### src/rtl/period_meter.sv
// Measures the period of a slow asynchronous square wave in clk_in cycles, flags in-range
// periods and a stalled input. Optional high-phase width capture: PERIOD_METER_HIGH_TIME_EN.
module period_meter #(
  parameter int unsigned CNT_W      = 27,
  parameter int unsigned EXPECTED   = 20000002,
  parameter int unsigned TOL        = 4,
  parameter int unsigned MAX_PERIOD = 40000004
) (
  input  logic             clk_in,
  input  logic             rst,
  input  logic             sig_in,
  output logic [CNT_W-1:0] period_out,
  output logic             period_valid,
  output logic             in_range,
  output logic             timeout,
  output logic [CNT_W-1:0] high_time_out
);

  localparam logic [CNT_W-1:0] MaxCnt  = CNT_W'(MAX_PERIOD);
  // One extra bit keeps EXPECTED-TOL and EXPECTED+TOL representable without wrap.
  localparam logic [CNT_W:0]   RangeLo = (EXPECTED > TOL) ? (CNT_W+1)'(EXPECTED - TOL) : '0;
  localparam logic [CNT_W:0]   RangeHi = (CNT_W+1)'(EXPECTED + TOL);

  typedef enum logic [1:0] {StIdle, StMeasure, StTimeout} state_e;

  state_e           r_state, w_state_d;
  logic             r_s1, r_s2, r_s3;
  logic             w_rise;
  logic [CNT_W-1:0] r_cnt, w_cnt_d;
  logic [CNT_W-1:0] r_period, w_period_d;
  logic             r_valid, w_valid_d;
  logic             r_in_range, w_in_range_d;
  logic             r_timeout, w_timeout_d;
  logic [CNT_W:0]   w_cnt_ext;

  always_ff @(posedge clk_in or posedge rst) begin
    if (rst) begin
      r_s1 <= 1'b0;
      r_s2 <= 1'b0;
      r_s3 <= 1'b0;
    end else begin
      r_s1 <= sig_in;
      r_s2 <= r_s1;
      r_s3 <= r_s2;
    end
  end

  assign w_rise    = r_s2 & ~r_s3;
  assign w_cnt_ext = {1'b0, r_cnt};

  always_ff @(posedge clk_in or posedge rst) begin
    if (rst) begin
      r_state    <= StIdle;
      r_cnt      <= '0;
      r_period   <= '0;
      r_valid    <= 1'b0;
      r_in_range <= 1'b0;
      r_timeout  <= 1'b0;
    end else begin
      r_state    <= w_state_d;
      r_cnt      <= w_cnt_d;
      r_period   <= w_period_d;
      r_valid    <= w_valid_d;
      r_in_range <= w_in_range_d;
      r_timeout  <= w_timeout_d;
    end
  end

  always_comb begin
    w_state_d    = r_state;
    w_cnt_d      = r_cnt;
    w_period_d   = r_period;
    w_valid_d    = 1'b0;
    w_in_range_d = r_in_range;
    w_timeout_d  = r_timeout;
    unique case (r_state)
      StIdle: begin
        if (w_rise) begin
          w_state_d = StMeasure;
          w_cnt_d   = CNT_W'(1);
        end
      end
      StMeasure: begin
        // A rise on the MAX_PERIOD cycle still reports a period rather than timing out.
        if (w_rise) begin
          w_period_d   = r_cnt;
          w_valid_d    = 1'b1;
          w_in_range_d = (w_cnt_ext >= RangeLo) && (w_cnt_ext <= RangeHi);
          w_cnt_d      = CNT_W'(1);
        end else if (r_cnt == MaxCnt) begin
          w_state_d   = StTimeout;
          w_timeout_d = 1'b1;
        end else begin
          w_cnt_d = r_cnt + CNT_W'(1);
        end
      end
      StTimeout: begin
        if (w_rise) begin
          w_state_d   = StMeasure;
          w_cnt_d     = CNT_W'(1);
          w_timeout_d = 1'b0;
        end
      end
      default: w_state_d = StIdle;
    endcase
  end

  assign period_out   = r_period;
  assign period_valid = r_valid;
  assign in_range     = r_in_range;
  assign timeout      = r_timeout;

`ifdef PERIOD_METER_HIGH_TIME_EN
  logic             w_fall;
  logic [CNT_W-1:0] r_hcnt;
  logic [CNT_W-1:0] r_high;

  assign w_fall = ~r_s2 & r_s3;

  always_ff @(posedge clk_in or posedge rst) begin
    if (rst) begin
      r_hcnt <= '0;
      r_high <= '0;
    end else begin
      if (w_rise) begin
        r_hcnt <= CNT_W'(1);
      end else if ((r_state == StMeasure) && (r_hcnt != MaxCnt)) begin
        r_hcnt <= r_hcnt + CNT_W'(1);
      end
      if ((r_state == StMeasure) && w_fall) begin
        r_high <= r_hcnt;
      end
    end
  end

  assign high_time_out = r_high;
`else
  assign high_time_out = '0;
`endif

endmodule
### config.mk
export PLATFORM = sky130hd
export DESIGN_NAME = period_meter
export DESIGN_NICKNAME = d
export VERILOG_FILES = /design/src/rtl/period_meter.sv
export SDC_FILE = /design/constraint.sdc
export NUM_CORES = 1
export LEC_CHECK = 0
export BUFFER_PORTS_ARGS = -buffer_cell sky130_fd_sc_hd__buf_2
export CAP_MARGIN = 5
export CELL_PAD_IN_SITES_DETAIL_PLACEMENT = 1
export CELL_PAD_IN_SITES_GLOBAL_PLACEMENT = 2
export CORE_ASPECT_RATIO = 1.25
export CORE_UTILIZATION = 37
export CTS_CLUSTER_SIZE = 20
export DETAILED_ROUTE_END_ITERATION = 16
export PLACE_DENSITY = 0.89
export SYNTH_ARGS = -nofsm -noshare
export SYNTH_HDL_FRONTEND = slang
export SYNTH_SLANG_ARGS = --single-unit
### constraint.sdc
create_clock -name clk_in -period 3.12 [get_ports clk_in]
set_input_delay 0.468 -clock clk_in [delete_from_list [all_inputs] [get_ports clk_in]]
set_output_delay 0.468 -clock clk_in [all_outputs]
set_load 0.03 [all_outputs]
==> impl_metrics.toml <==
[status]
outcome = "finished clean"

[timing]
max_freq_mhz = 426
setup_slack_ns = 0.770
max_slew_margin_pct = 54.9
slew_violations = 0
tightest_slew_ns = 0.676
setup_tns_ns = 0
skew_ns = 0.00651
hold_violations = 0
post-route-period-util_pct = 75.3
period_needed_ns = 2.35
rsz0062_at_grt = "no"
setup_violations = 0

[final_layout]
seq_area_sq_um = 1550
multi_input_area_sq_um = 1640
fin_area_sq_um = 3960
drive_gt1_share_pct = 17.2
antenna_cells = 0
fin_cells = 541
num-nets-final = 421
area_growth_pct = 11.9
fillers = 1088

[yosys]
synth_edf_count = 0
syn_avg_cell_area_sq_um = 9.12
synthesis.instances = 388
synth_common_cells = "106 x nand2_1, 62 x dfrtp_1, 29 x buf_4"
yosysTopAreaCellShare_pct = 43.8
synth-xor-area-share_pct = 0
yosys.area_share.simple_pct = 28.2
yosysMostFrequentCell = "nand2_1"
yosysUniqueCellTypes = 53
synthArstFlopShare_pct = 100
synthMuxAreaShare_pct = 1.13
synth_top_family_by_area = "simple AND/OR/NAND/NOR gates"
netlist_area_sq_um = 3540
synth_compound_area_share_pct = 13.2
synth_fa_ha_area_share_pct = 1.06
ys_ff_latch = 62
synth-seq-area-share_pct = 43.8
yosys_warnings = 0
yosys-top-cells-area = "dfrtp_1 44%, nand2_1 11%, buf_4 6.2%, o211ai_1 2.5%, buf_6 2.2%"
synth_ff_type = "dfrtp_1"
synth_top_cell_by_area = "dfrtp_1"

[clocking]
cts_repair_resize_count = 0
htree_levels = 3
cts.path.max_buffers = 2
clk_pin_slew_worst_paths_ns = 0.05
clockRootBuffer = "clkbuf_16"
clock_latency_ns = 0.34
cts_inserted_buffers = 9
numClockSinks = 62
cts.hold.buffers_added = 0
post_cts_buffers = 0
cts_tree = "done"

[floorplanning]
fp.dieH_um = 111
die_w_um = 89.5
initial_core_util_pct = 38.4
placementRows = 39
dieArea_sq_um = 9960
io-pin-count = 60
fp.coreArea_sq_um = 9220

[worst_setup_path]
reg2reg_slack_ns = 0.77
arrival_ns = 2.61
end_kind = "flip-flop"
critPathLaunch = "r_cnt[0]"
start_kind = "flip-flop"
r2r-end = "r_cnt[13]"
r2r-start = "r_cnt[0]"
crit_fanout = 15
crit_type = "reg -> reg"
crit_end = "r_cnt[13]"
cp.required_ns = 3.38
reg2reg_depth = 8

[route]
routed_wl_um = 9740
final_antenna_net_count = 0
drt_iter0_markers = 141
drtPass1Iterations = 4
drcViolationCount = 0
vias = 2909
routedWlPerCell_um = 18.0
viasPerCell = 5.38

[global_route]
grt_max_degree = 32
grt-ovfl-total = 0
antenna_found_initial = 0
grt_pass1_wl_um = 15800
grtUsageTotal_pct = 21.5
grt_pass1_vias = 3017

[power_and_ir_drop]
ir_worst_vdd_v = 0.000306
p_per_area_nw_per_um2 = 608
power_leakage_nw = 1.99

[job]
drv_cap = 0

[place]
place.gp.congestion = 0.895
io_buffers = 32
dp_cells = 527
dp_hpwl_um = 6750
dpl_worst_slack_ns = 0.759
dpl-instance-area_sq_um = 3630

[min_path]
hold_path_class = "in -> async"
-- cell type report --
cell class | count | area share [%]
Clock buffer | 9 | 5.69
Clock inverter | 5 | 2.53
Inverter | 9 | 0.853
Multi-Input combinational cell | 289 | 41.5
Sequential cell | 62 | 39.2
Tap cell | 123 | 3.89
Timing Repair Buffer | 44 | 6.32
-- through the flow --
step / utilization (%) / power [mW] / hold slack (ns)
2_1_floorplan: - / 1.24 / 0.331
3_3_place_gp: 39.4 / 1.29 / 0.333
3_5_place_dp: 39.4 / 1.30 / 0.340
4_1_cts: 42.9 / 2.44 / 0.228
5_1_grt: 42.9 / 2.51 / 0.237
6_report: 42.9 / 2.41 / 0.229
-- state kept, by name, indices dropped and copies added (netlist names) --
register / count
in_range: 1
r_cnt: 27
period_valid: 1
r_state: 2
period_out: 27
r_s3: 1
r_s1: 1
r_s2: 1
timeout: 1
-- power by group --
group          switching (mW)  total [mW]  leakage (nW)  internal, mW
sequential             0.0776       0.935         0.844         0.858
combinational           0.258       0.350         0.983        0.0920
clock                   0.354        1.12         0.161         0.767
-- worst min path at each step --
stage / slack [ns] / end / startpoint / depth (start not counted)
after detailed placement: 0.34 / r_s2 / r_s1 / 0
after floorplan: 0.33 / r_s2 / r_s1 / 0
after global placement: 0.33 / r_s2 / r_s1 / 0
after global routing: 0.24 / r_s1 / sig_in / 1
after CTS: 0.23 / r_s1 / sig_in / 1
final: 0.23 / period_out[25] / rst / 2
-- placed cells by master, fill, tap and decap left out, types with 3 or more instances in the layout --
cell type  netlist  final
or4_1            5      5
nand2_1        106    106
o21ai_0         12     12
o211ai_1        12     12
nor4_4           3      3
nand4b_1         3      3
nand4_1          9      9
a32o_1           6      6
o31ai_1          5      5
nor3_1           6      6
ha_1             3      3
nand2b_1         7      7
a21oi_1         12     12
dfrtp_1         62     62
inv_1            9      8
nand3_1         13     13
buf_2            1     32
and3_1           4      4
conb_1           1     27
nor2b_1          3      3
buf_4           29     12
a31oi_1          4      4
nor2_1           9      9
or3_1            3      3
nor3b_1          3      3
bufinv_16        0      3
mux2i_1          4      4
clkbuf_16        0      9
-- critical path, cell delays in order, from the launching register on --
cell and delay (ns):
dfrtp_1 0.41, inv_1 0.15, ha_1 0.18, and4b_1 0.20
nand4_2 0.16, o31ai_4 0.66, buf_4 0.27, o21ai_0 0.10
a21oi_1 0.14
-- logic make-up after synthesis --
group / Yosys count
AOI/OAI and AO/OA: 66
buffers and inverters: 63
muxes: 4
DFF: 62
and+or+nand+nor: 189
other: 1
adders and majority gates: 3
-- metal layers --
layer  wire (um)  vias to the layer above  track usage, %
li1            -                     1351               -
met1        4260                     1481            26.6
met2        4970                       66            34.4
met3         349                       11            5.78
met4         167                        0            10.4
met5           0                        -               0
Note: power is estimated with default switching activity, not from simulation.
